<file path="config.mk">
export PLATFORM = sky130hd
export DESIGN_NAME = axis_frame_trailer_flat
export DESIGN_NICKNAME = d
export VERILOG_FILES = /design/src/rtl/axis_frame_trailer_if.sv /design/src/rtl/axis_frame_trailer.sv /design/src/flat_wrapper.sv
export SDC_FILE = /design/constraint.sdc
export NUM_CORES = 1
export LEC_CHECK = 0
export BUFFER_PORTS_ARGS = -buffer_cell sky130_fd_sc_hd__buf_4
export CORE_ASPECT_RATIO = 2
export CORE_MARGIN = 5
export CORE_UTILIZATION = 30
export DETAILED_ROUTE_END_ITERATION = 16
export PLACE_DENSITY_LB_ADDON = 0.15
export SLEW_MARGIN = 40
export SYNTH_ARGS = -nofsm -noshare
export SYNTH_HDL_FRONTEND = slang
export SYNTH_SLANG_ARGS = --single-unit
</file>
<file path="constraint.sdc">
create_clock -name axi_clk -period 3.4 [get_ports axi_clk]
set_input_delay 0.68 -clock axi_clk [delete_from_list [all_inputs] [get_ports axi_clk]]
set_output_delay 0.68 -clock axi_clk [all_outputs]
set_load 0.005 [all_outputs]
</file>
<file path="src/rtl/axis_frame_trailer_if.sv">
// axis_frame_trailer_if
//   AXI4-Stream bundle (valid/data/last/ready) for axis_frame_trailer.
//   Parameter: DATA_WIDTH - width of the data bus.
//   Modports:
//     master - drives valid/data/last, receives ready
//     slave  - receives valid/data/last, drives ready
interface axis_frame_trailer_if #(
  parameter int DATA_WIDTH = 32
);
  logic                  valid;
  logic [DATA_WIDTH-1:0] data;
  logic                  last;
  logic                  ready;

  modport master (output valid, output data, output last, input ready);
  modport slave  (input valid, input data, input last, output ready);
endinterface

</file>
<file path="src/rtl/axis_frame_trailer.sv">
// axis_frame_trailer
//   AXI4-Stream stage that forwards every data beat of a frame with TLAST
//   cleared, then appends one trailer beat {beat_cnt, xor16 checksum} with
//   TLAST set. Software compares the trailer against what it sent to verify
//   a DMA round trip.
//
// Parameters:
//   DATA_WIDTH - stream width (>= 32, multiple of 16)
//   MAX_BEATS  - frame length limit (1..65535), only used with ERR_TRUNC_EN
//
// Ports:
//   axi_clk      - clock, rising edge
//   axi_reset    - asynchronous active-high reset
//   s_axis       - upstream stream (slave modport); ready is combinational
//   m_axis       - downstream stream (master modport); valid/data/last
//                  come from a single-entry output register
//   frame_count  - trailers delivered, wraps at 16 bits
//   err_truncate - sticky truncation flag
//
// Build option:
//   ERR_TRUNC_EN - when defined, frames longer than MAX_BEATS are cut at
//                  MAX_BEATS beats, the rest of the input frame is dropped
//                  and err_truncate is set. Undefined: no length limit and
//                  err_truncate stays 0.
module axis_frame_trailer #(
  parameter int DATA_WIDTH = 32,
  parameter int MAX_BEATS  = 1024
) (
  input  logic                 axi_clk,
  input  logic                 axi_reset,
  axis_frame_trailer_if.slave  s_axis,
  axis_frame_trailer_if.master m_axis,
  output logic [15:0]          frame_count,
  output logic                 err_truncate
);

  localparam int LANES = DATA_WIDTH / 16;

`ifdef ERR_TRUNC_EN
  localparam logic [15:0] MAX_CNT = 16'(MAX_BEATS);
  typedef enum logic [1:0] {ST_PASS, ST_TRAILER, ST_TRL_OUT, ST_DROP} state_t;
`else
  typedef enum logic [1:0] {ST_PASS, ST_TRAILER, ST_TRL_OUT} state_t;
  logic unused_cfg;
  assign unused_cfg = (MAX_BEATS > 0);
`endif

  state_t                state_reg, state_next;
  logic                  m_valid_reg, m_valid_next;
  logic [DATA_WIDTH-1:0] m_data_reg, m_data_next;
  logic                  m_last_reg, m_last_next;
  logic [15:0]           beat_cnt_reg, beat_cnt_next;
  logic [15:0]           csum_reg, csum_next;
  logic                  drop_pending_reg, drop_pending_next;
  logic [15:0]           frame_count_reg, frame_count_next;
  logic                  err_truncate_reg, err_truncate_next;

  logic        load_ok;
  logic        s_ready;
  logic        accept;
  logic        take_beat;
  logic [15:0] lane_xor;
  logic [15:0] base_cnt;
  logic [15:0] base_csum;
  logic [15:0] cnt_inc;

  // XOR of all 16-bit lanes of the incoming beat.
  always_comb begin
    lane_xor = '0;
    for (int i = 0; i < LANES; i++) begin
      lane_xor = lane_xor ^ s_axis.data[i*16 +: 16];
    end
  end

  // Output register can take a new value when empty or being drained.
  assign load_ok = !m_valid_reg || m_axis.ready;

  always_comb begin
    s_ready = 1'b0;
    case (state_reg)
      ST_PASS:    s_ready = load_ok;
      ST_TRAILER: s_ready = 1'b0;
      // A beat here loads into the register the trailer is leaving, but
      // never while the rest of a truncated frame still has to be dropped.
      ST_TRL_OUT: s_ready = m_axis.ready && !drop_pending_reg;
`ifdef ERR_TRUNC_EN
      ST_DROP:    s_ready = 1'b1;
`endif
      default:    s_ready = 1'b0;
    endcase
  end

  assign accept    = s_axis.valid && s_ready;
  assign take_beat = accept && (state_reg == ST_PASS || state_reg == ST_TRL_OUT);

  always_comb begin
    state_next        = state_reg;
    m_valid_next      = m_valid_reg && !m_axis.ready;
    m_data_next       = m_data_reg;
    m_last_next       = m_last_reg;
    beat_cnt_next     = beat_cnt_reg;
    csum_next         = csum_reg;
    drop_pending_next = drop_pending_reg;
    frame_count_next  = frame_count_reg;
    err_truncate_next = err_truncate_reg;
    base_cnt          = beat_cnt_reg;
    base_csum         = csum_reg;
    cnt_inc           = '0;

    case (state_reg)
      ST_TRAILER: begin
        if (load_ok) begin
          m_valid_next       = 1'b1;
          m_data_next        = '0;
          m_data_next[31:0]  = {beat_cnt_reg, csum_reg};
          m_last_next        = 1'b1;
          state_next         = ST_TRL_OUT;
        end
      end
      ST_TRL_OUT: begin
        if (m_axis.ready) begin
          frame_count_next = frame_count_reg + 16'd1;
          beat_cnt_next    = '0;
          csum_next        = '0;
          // A beat taken this same cycle starts from cleared accumulators.
          base_cnt         = '0;
          base_csum        = '0;
`ifdef ERR_TRUNC_EN
          state_next       = drop_pending_reg ? ST_DROP : ST_PASS;
`else
          state_next       = ST_PASS;
`endif
        end
      end
`ifdef ERR_TRUNC_EN
      ST_DROP: begin
        if (accept && s_axis.last) begin
          drop_pending_next = 1'b0;
          state_next        = ST_PASS;
        end
      end
`endif
      default: ;
    endcase

    if (take_beat) begin
      cnt_inc       = (base_cnt == 16'hFFFF) ? base_cnt : base_cnt + 16'd1;
      m_valid_next  = 1'b1;
      m_data_next   = s_axis.data;
      m_last_next   = 1'b0;
      beat_cnt_next = cnt_inc;
      csum_next     = base_csum ^ lane_xor;
      if (s_axis.last) begin
        state_next = ST_TRAILER;
      end
`ifdef ERR_TRUNC_EN
      else if (cnt_inc == MAX_CNT) begin
        // Close the frame here; the remainder is discarded in ST_DROP.
        err_truncate_next = 1'b1;
        drop_pending_next = 1'b1;
        state_next        = ST_TRAILER;
      end
`endif
    end
  end

  always_ff @(posedge axi_clk or posedge axi_reset) begin
    if (axi_reset) begin
      state_reg        <= ST_PASS;
      m_valid_reg      <= 1'b0;
      m_data_reg       <= '0;
      m_last_reg       <= 1'b0;
      beat_cnt_reg     <= '0;
      csum_reg         <= '0;
      drop_pending_reg <= 1'b0;
      frame_count_reg  <= '0;
      err_truncate_reg <= 1'b0;
    end else begin
      state_reg        <= state_next;
      m_valid_reg      <= m_valid_next;
      m_data_reg       <= m_data_next;
      m_last_reg       <= m_last_next;
      beat_cnt_reg     <= beat_cnt_next;
      csum_reg         <= csum_next;
      drop_pending_reg <= drop_pending_next;
      frame_count_reg  <= frame_count_next;
      err_truncate_reg <= err_truncate_next;
    end
  end

  assign s_axis.ready = s_ready;
  assign m_axis.valid = m_valid_reg;
  assign m_axis.data  = m_data_reg;
  assign m_axis.last  = m_last_reg;
  assign frame_count  = frame_count_reg;
  assign err_truncate = err_truncate_reg;

endmodule

</file>
<file path="src/flat_wrapper.sv">
// flat-port wrapper written by rule: the top's interface ports become plain ports
module axis_frame_trailer_flat 
#(
  parameter int DATA_WIDTH = 32,
  parameter int MAX_BEATS  = 1024
)
  (axi_clk, axi_reset, frame_count, err_truncate, s_axis_valid, s_axis_data, s_axis_last, s_axis_ready, m_axis_valid, m_axis_data, m_axis_last, m_axis_ready);
  axis_frame_trailer_if #(.DATA_WIDTH(DATA_WIDTH)) s_axis_i ();
  axis_frame_trailer_if #(.DATA_WIDTH(DATA_WIDTH)) m_axis_i ();
  input  logic axi_clk;
  input  logic axi_reset;
  output logic [15:0] frame_count;
  output logic err_truncate;
  input wire logic [$bits(s_axis_i.valid)-1:0] s_axis_valid;
  input wire logic [$bits(s_axis_i.data)-1:0] s_axis_data;
  input wire logic [$bits(s_axis_i.last)-1:0] s_axis_last;
  output wire logic [$bits(s_axis_i.ready)-1:0] s_axis_ready;
  output wire logic [$bits(m_axis_i.valid)-1:0] m_axis_valid;
  output wire logic [$bits(m_axis_i.data)-1:0] m_axis_data;
  output wire logic [$bits(m_axis_i.last)-1:0] m_axis_last;
  input wire logic [$bits(m_axis_i.ready)-1:0] m_axis_ready;
  assign s_axis_i.valid = s_axis_valid;
  assign s_axis_i.data = s_axis_data;
  assign s_axis_i.last = s_axis_last;
  assign s_axis_ready = s_axis_i.ready;
  assign m_axis_valid = m_axis_i.valid;
  assign m_axis_data = m_axis_i.data;
  assign m_axis_last = m_axis_i.last;
  assign m_axis_i.ready = m_axis_ready;
  axis_frame_trailer #(.DATA_WIDTH(DATA_WIDTH), .MAX_BEATS(MAX_BEATS)) u_core (.axi_clk(axi_clk), .axi_reset(axi_reset), .s_axis(s_axis_i), .m_axis(m_axis_i), .frame_count(frame_count), .err_truncate(err_truncate));
endmodule
</file>
# --- Word level (Yosys, flattened, before mapping) ---
# Cells that the tools add are included.
op_classes:
  add_sub_neg: 2
  n_eq_ne: 3
  n_mux: 22
  n_bitwise: 2
  reduce_logical: 12
ops:
  columns: ["operator", "n"]
  rows:
  - ["$mux W16", 7]
  - ["$mux W32", 3]
  - ["$add A16 B1 Y16 const B", 2]
  - ["$xor A16 B16 Y16", 2]
  - ["$eq A16 B16 Y1 const B", 1]
  - ["$mux W2", 4]
  - ["$mux W1", 6]
  - ["$pmux W2 S2", 1]
  - ["$reduce_and A2 Y1", 2]
  - ["$reduce_bool A2 Y1", 2]
  - ["$logic_and A1 B1 Y1", 3]
  - ["$eq A2 B1 Y1 const B", 1]
  - ["$eq A2 B2 Y1 const B", 1]
  - ["$logic_not A1 Y1", 2]
  - ["$logic_not A2 Y1", 1]
  - ["$logic_or A1 B1 Y1", 2]
  - ["$pmux W1 S2", 1]
word_totals:
  register_bits: 84
  in_bits: 37
  output_inout_bits: 52
  elab_cells: 48

# --- Longest topological paths before layout ---
# Gate-level depths: netlist of run 1.
logic_depth:
  depth_word: 7
  depth_mapped: 8
  ltp_nobuf: 6

# --- Worst setup path after synthesis of run 1 ---
# No wires, ideal clock.
synth_path:
  path_type: "reg-to-reg"
  startpoint: "register u_core.state_reg[0]"
  endpoint: "register u_core.m_data_reg[17], in the netlist u_core.m_axis.data[17]"
  arrival_ns: 1.951
  path_slack_ns: 1.324
  stages_incl_launch_ff: 8
  period_less_slack_ns: 2.076
  cell_sequence: "dfrtp_1 > inv_1 > ha_1 > o21a_4 > o21ai_2 > buf_6 > mux2_2 > mux2_2"
synth_between:
  elab_chain_len: 6
  word_cells_on_any_way: 11
synth_lines:
  columns: ["item", "line", "rtl"]
  rows:
  - ["start: declaration", "axis_frame_trailer.sv:48", "state_t state_reg, state_next;"]
  - ["start signal: assignment", "axis_frame_trailer.sv:179", "state_reg <= state_next;"]
  - ["$eq A2 B2 Y1 or $logic_not A2 Y1 (tied branches)", "axis_frame_trailer.sv:80, axis_frame_trailer.sv:94", null]
  - ["$pmux W1 S2", "axis_frame_trailer.sv:80", "case (state_reg)"]
  - ["$logic_and A1 B1 Y1", "axis_frame_trailer.sv:93", "assign accept = s_axis.valid && s_ready;"]
  - ["$logic_and A1 B1 Y1", "axis_frame_trailer.sv:94", "assign take_beat = accept && (state_reg == ST_PASS || state_reg == ST_TRL_OUT);"]
  - ["$reduce_bool A2 Y1 (no line)", null, null]
  - ["$reduce_and A2 Y1 (no line)", null, null]
  - ["end signal: assignment", "axis_frame_trailer.sv:181", "m_data_reg <= m_data_next;"]
  - ["end: declaration", "axis_frame_trailer.sv:50", "logic [DATA_WIDTH-1:0] m_data_reg, m_data_next;"]
# Several ways; a longest one is shown, not always the timed one.
# A chain may end at the register's enable or synchronous reset.

# --- Final worst setup path of run 1 ---
layout_path:
  startpoint: "register u_core.state_reg[1]"
  endpoint: "register u_core.m_data_reg[4], in the netlist u_core.m_axis.data[4]"
# Same word-level chain as after synthesis.

==> summary.md, run 1 <==
| Metric | Value |
|---|---|
| Status | `complete, no violations` |
| Crit-path cells | `inv_1, ha_1, nor2b_1, o21a_1, buf_4, mux2_4, mux2_4` |
| Biggest area consumer among synthesized cells | `dfrtp_1` |
| Grt ovf | `0` |
| Switch Pwr | `1.324 mW` |
| Row count | `62` |
| Fillers | `1411` |
| TritonCTS Sinks | `84` |
| Largest net degree at the start of global routing | `45` |
| Overall power | `4.398 mW` |
| #FFs+latches synth | `between 80 and 90` |
| H-tree levels | `3` |
| Multi-input logic area | `2136 um^2` |
| Register share of total power | `35.9%` |
| Critical path's most frequent cell | `mux2_4` |
| Post-CTS Setup Inserts | `0` |
| Critical Path Source Type | `flip-flop` |
| Layout cell share with drive strength beyond 1 | `between 30% and 40%` |
| DR vias | `a little over 3000` |
| Max_cap viols | `0` |
| Core ar. | `14350 um^2` |
| Worst Max-Slew Pin Slew | `0.5895 ns` |
| Syn nets | `about 420` |
| Max incr delay on CP | `0.58 ns` |
| Die area | `17290 um^2` |
| Syn-to-layout area delta | `27.07%` |
| Worst EP arrival | `2.88 ns` |
| Root Buffer Master | `clkbuf_16` |
| Yosys top cell area share | `a little under half` |
| Switching Share | `30.11%` |
| RSZ-0062 raised after global routing | `false` |
| Worst-path clk slew | `0.07 ns` |
| Placer Congestion | `0.7363` |
| Final non-filler cell total | `661` |
| Setup_tns | `0 ns` |
| Port-buffer cells | `87` |
| Max reg flops | `32` |
| Post-synth cell types | `between 40 and 50` |
| Top-count cell post-synth | `dfrtp_1` |
| PwrDens | `788.9 nW/um^2` |
| Number of synthesized flops with an enable pin | `0` |
| Worst Skew | `0.007146 ns` |
| Die height | `181.0 um` |
| DP Cell Count | `645` |
| FF/Latch Area | `2102 um^2` |
| Number of global-route vias before repair | `3300` |
| DR pass1 iterations | `4` |
| Nets | `505` |
| Worst-path fanout max | `14` |
| Final Max Tran Viols | `0` |
| Syn Inst Count | `between 300 and 400` |
| # resized after CTS | `0` |
| Crit. End Element | `flip-flop` |
| Yosys warnings | `0` |
| Maximum vdd drop | `0.2891 mV` |
| Overall Global Routing Usage | `12.66%` |
| Via density | `approximately 4.6` |
| Slowest CP cell | `o21a_1` |
| Reg2reg setup slack | `0.74 ns` |
| Pint | `3.073 mW` |
| CTS Buffer Depth | `2` |
| Dpl hpwl | `7.643 mm` |
| Final Critical Period | `~2.7 ns` |
| WL final | `10.41 mm` |
| # setup viols final | `0` |
| DR iter-0 viols | `65` |
| Initial antenna violation count | `0` |
| Syn_area_per_cell | `11.73 um^2` |
| Peak Freq | `376.6 MHz` |
| Global-route wire length before repair | `between 15 and 20 mm` |
| Seq/Total Area, Yosys | `47.92%` |
| Slew headroom | `60.70%` |
| Top post-synthesis cells by area | `dfrtp_1 48%, mux2_2 11%, xnor2_1 9.0%` |
| DR WL/cell | `15.75 um` |
| Worst-Skew Late Latency | `0.34 ns` |
| Leak | `2.543 nW` |
| Cell Area, Synth | `between 4000 and 5000 um^2` |
| Initial Utilization | `30.57%` |
| Top-Level Pins | `89` |
| Drt drc | `0` |
| Worst endpoint required time | `3.62 ns` |
| Inserted Clock Buffers | `9` |
| Combinational share of power | `39.7%` |
| Final period util | `about four fifths` |
| Ys async rst share | `100.0%` |
| Synth top cells by count | `84 x dfrtp_1, 45 x xnor2_1, 41 x mux2_2` |
| Crit path kind | `reg2reg` |
| Post-DRT Antenna Nets | `0` |
| CTS tree | `built` |
| Endpoints failing hold | `0` |
| Clock power share | `24.4%` |
| Ant. Diodes | `0` |
| Worst min-delay path category | `in2async` |
| Ys flop type | `dfrtp_1` |
| CTS Hold Buffers Added | `0` |
| Die W | `95.51 um` |
[metrics by stage]
step	setup WS, ns	area (um^2)	hold WS [ns]	utilization, %
2_1_floorplan	0.5549	4387	0.4647	-
6_report	0.7448	5574	0.4181	38.84
4_1_cts	0.6760	5573	0.4795	38.83
3_3_place_gp	0.8344	5246	0.4674	36.56
3_5_place_dp	0.7083	5246	0.4702	36.56
5_1_grt	0.5716	5574	0.4557	38.84
[critical path: cells and delay by family, from the launching register on]
family	cells	cell delay, ns
compound gates	1	0.58
fa+ha+maj	1	0.20
buf+inv	2	0.43
flops	1	0.38
mux	2	0.57
simple gates	1	0.38
[per-layer routing]
layer	global-route usage (%)	share of wire, %	routed length, um
met5	0	0	0
met4	4.447	1.5	159
met3	2.664	3.7	390
met2	22.66	54	5607
met1	14.48	41	4257
[logic make-up after synthesis]
| logic type | share of synthesized area [%] |
|---|---|
| flops | 47.92 |
| fa+ha+maj | 1.141 |
| other cells | 0.08549 |
| buf+inv | 3.736 |
| compound gates | 4.849 |
| simple gates | 12.41 |
| xor+xnor | 9.983 |
| mux | 19.88 |
[final cells by class]
class / count / area share (%)
clock buffers: 11 / 4.355
multi-input cells: 264 / 38.32
well taps: 192 / 4.310
inverters: 9 / 0.6510
clock inverters: 5 / 1.504
repair buffers: 96 / 13.15
flip-flops and latches: 84 / 37.71
[cells in the final DEF, fill, tap and decap left out, drive strengths merged, types with 2 or more instances in the layout]
master    synthesis  layout
buf              13      96
dfrtp            84      84
mux2             65      65
xnor2            45      45
nand2            37      37
nor2             21      21
clkbuf            4      11
inv               9      10
nand3             8       8
a21oi             8       8
nor4              7       7
nor3              7       7
nand2b            6       6
a211oi            6       6
nand4             5       5
mux2i             5       5
xor2              5       5
ha                4       4
and3              3       3
and4              3       3
a31oi             3       3
and2              3       3
o21ai             3       3
nor2b             2       2
o211ai            2       2
or3               2       2
clkinvlp          0       2
bufinv            0       2
o21a              2       2
a21boi            2       2
nor4b             2       2
[power groups by stage]
stage / sequential (mW) / combinational, mW / clock [mW]
after floorplan: 1.56 / 1.20 / 0
after global routing: 1.63 / 1.91 / 1.16
after CTS: 1.58 / 1.80 / 1.12
after global placement: 1.59 / 1.75 / 0
final: 1.58 / 1.75 / 1.07
after detailed placement: 1.60 / 1.79 / 0
[path summary, 6_finish.rpt]
| kind | end | start | cells after the start |
|---|---|---|---|
| hold / removal | u_core.frame_count[14] | axi_reset | 2 |
| min in group axi_clk | u_core.frame_count[15] | u_core.frame_count[15] | 1 |
| setup / recovery | u_core.m_axis.data[4] | u_core.state_reg[1] | 7 |
| setup reg to reg | u_core.m_axis.data[4] | u_core.state_reg[1] | 7 |
| hold reg to reg | u_core.frame_count[15] | u_core.frame_count[15] | 1 |
| max in group asynchronous | u_core.csum_reg[4] | axi_reset | 3 |
(Power assumes the default switching activity.)
==> run 2, diff against run 1 <==
- clock period: 3.4 -> 2.6 ns (I/O delays scaled with it)
==> run 2 against run 1 <==
- via count decreased by 0.52%
- worst hold slack got worse by 0.13 ns
- die area unchanged
- final cell count increased by 0.45%
- combinational power increased by 32%
- critical path depth unchanged
- register-to-register slack got worse by 0.55 ns
- sequential share of layout area decreased by 0.26 points
- count of clock-buffer cells in the layout decreased by 2
- critical endpoint is now u_core.m_axis.data[22]
- highest routed layer unchanged
==> summary.md, run 2 (synthesis gave the netlist of run 1 again) <==
| Metric | Value |
|---|---|
| Most frequent cells in the layout | `97 x buf_4, 84 x dfrtp_1, 45 x xnor2_1, 41 x mux2_2, 37 x nand2_1` |
| Die W | `95.51 um` |
| Post-CTS Setup Inserts | `0` |
| Post-DRT Antenna Nets | `0` |
| Peak Freq | `around 420 MHz` |
| Initial antenna violation count | `0` |
| Core ar. | `about 14000 um^2` |
| Pre-CTS setup slack | `0.2057 ns` |
| Critical Path Source Type | `flip-flop` |
| Inserted Clock Buffers | `9` |
| PwrDens | `between 1000 and 1500 nW/um^2` |
| Setup_tns | `0 ns` |
| Crit-path cells | `inv_1, ha_1, o21a_4, o21ai_4, buf_4, mux2_2, mux2_2` |
| Max incr delay on CP | `0.41 ns` |
| WL final | `10.45 mm` |
| Worst min-delay path category | `in2async` |
| GRT Max-Usage Layer | `met2` |
| Switching Share | `30.77%` |
| Fillers | `between 1000 and 1500` |
| Endpoints failing hold | `0` |
| Initial Utilization | `about 31%` |
| Kind of cell adding the most delay to the critical path | `multiplexers` |
| Placer Congestion | `between 0.7 and 0.8` |
| Ant. Diodes | `0` |
| CTS Hold Buffers Added | `0` |
| RSZ-0062 raised after global routing | `false` |
| Crit path kind | `reg2reg` |
| Overall power | `5.803 mW` |
| Syn-to-layout area delta | `27.95%` |
| Row count | `62` |
| Maximum vdd drop | `0.4572 mV` |
| CTS Buffer Depth | `2` |
| Top-Level Pins | `89` |
| Worst-path fanout max | `16` |
| Dpl hpwl | `7.818 mm` |
| Pint | `roughly 4 mW` |
| Met3 usage | `2.415%` |
| Status | `complete, no violations` |
| CTS tree | `built` |
| H-tree levels | `3` |
| Worst Max-Slew Pin Slew | `0.5724 ns` |
| Number of global-route vias before repair | `about 3200` |
| Critical path's most frequent cell | `mux2_2` |
| Largest net degree at the start of global routing | `85` |
| Worst endpoint required time | `~2.8 ns` |
| Clock power share | `24.5%` |
| Met1 GRT Util | `14.55%` |
| Combinational share of power | `39.8%` |
| Final period util | `slightly above 90%` |
| Port-buffer cells | `87` |
| DR vias | `3042` |
| Leak | `2.570 nW` |
| Worst EP arrival | `about 2.6 ns` |
| Fin area | `5613 um^2` |
| Area post-placement | `approximately 5300 um^2` |
| Layout cell share with drive strength beyond 1 | `39.62%` |
| Worst-path clk slew | `0.07 ns` |
| Finished Core Util | `39.11%` |
| FF/Latch Area | `2102 um^2` |
| TritonCTS Sinks | `84` |
| # setup viols final | `0` |
| WP buf/inv | `2` |
| Final WS setup | `0.1969 ns` |
| GR Util met2 | `22.27%` |
| Register share of total power | `a little over a third` |
| Max reg flops | `32` |
| DR WL/cell | `15.73 um` |
| Final Max Tran Viols | `0` |
| Die height | `between 150 and 200 um` |
| Final Critical Period | `2.403 ns` |
| Die area | `17290 um^2` |
| Multi-input logic area | `about 2100 um^2` |
| Global-route wire length before repair | `16.95 mm` |
| DR iter-0 viols | `80` |
| DR pass1 iterations | `4` |
| Drt drc | `0` |
| Via density | `4.581` |
| Slowest CP cell | `dfrtp_1` |
| Worst Skew | `~0.0076 ns` |
| Grt ovf | `0` |
| Commonest non-fill, non-tap cell in the layout | `buf_4` |
| # resized after CTS | `0` |
| Crit. End Element | `flip-flop` |
| Nets | `508` |
| Slew headroom | `61.67%` |
| Switch Pwr | `1.786 mW` |
| Worst-Skew Late Latency | `0.33 ns` |
| Root Buffer Master | `clkbuf_16` |
| Overall Global Routing Usage | `between 10% and 20%` |
| Max_cap viols | `0` |
==> run 2: power groups by stage <==
stage	Sequential [mW]	Clock, mW	Combinational, mW
2_1_floorplan	2.04	0	1.57
3_3_place_gp	2.09	0	2.32
3_5_place_dp	2.10	0	2.36
4_1_cts	2.08	1.47	2.37
5_1_grt	2.13	1.52	2.54
6_report	2.07	1.42	2.31
==> run 2: path summary, 6_finish.rpt <==
path	slack (ns)	startpoint	cells past startpoint	endpoint
setup / recovery	0.20	u_core.state_reg[0]	7	u_core.m_axis.data[22]
setup reg to reg	0.20	u_core.state_reg[0]	7	u_core.m_axis.data[22]
hold reg to reg	0.47	u_core.frame_count[15]	1	u_core.frame_count[15]
max in group asynchronous	1.91	axi_reset	3	u_core.beat_cnt_reg[4]
min in group axi_clk	0.38	s_axis_last	2	u_core.state_reg[1]
hold / removal	0.29	axi_reset	3	u_core.frame_count[15]
==> run 2: area by class of cell <==
cell class                      instances  share of cell area (%)
Tap cell                              192                   4.280
Sequential cell                        84                   37.45
Timing Repair Buffer                   99                   13.69
Multi-Input combinational cell        264                   38.05
Clock buffer                            9                   4.012
Inverter                                9                  0.6687
Clock inverter                          7                   1.850
==> run 2: metrics by stage <==
stage | std cells | hold slack [ns]
finish | 664 | 0.2903
CTS | 664 | 0.3253
global route | 664 | 0.3605
global placement | 648 | 0.4625
detailed placement | 648 | 0.4599
floorplan | 374 | 0.4647
==> run 2: tightest hold or removal path, delay by kind of cell <==
| family | cells | cell delay, ns |
|---|---|---|
| buffers and inverters | 3 | 0.54 |
==> run 2: layer usage <==
metal | wire length [um] | share of wire [%] | vias to the layer above
met5 | 0 | 0 | -
met2 | 5607 | 54 | 61
met1 | 4186 | 40 | 1494
met3 | 419 | 4.0 | 13
met4 | 234 | 2.2 | 0
li1 | - | - | 1474
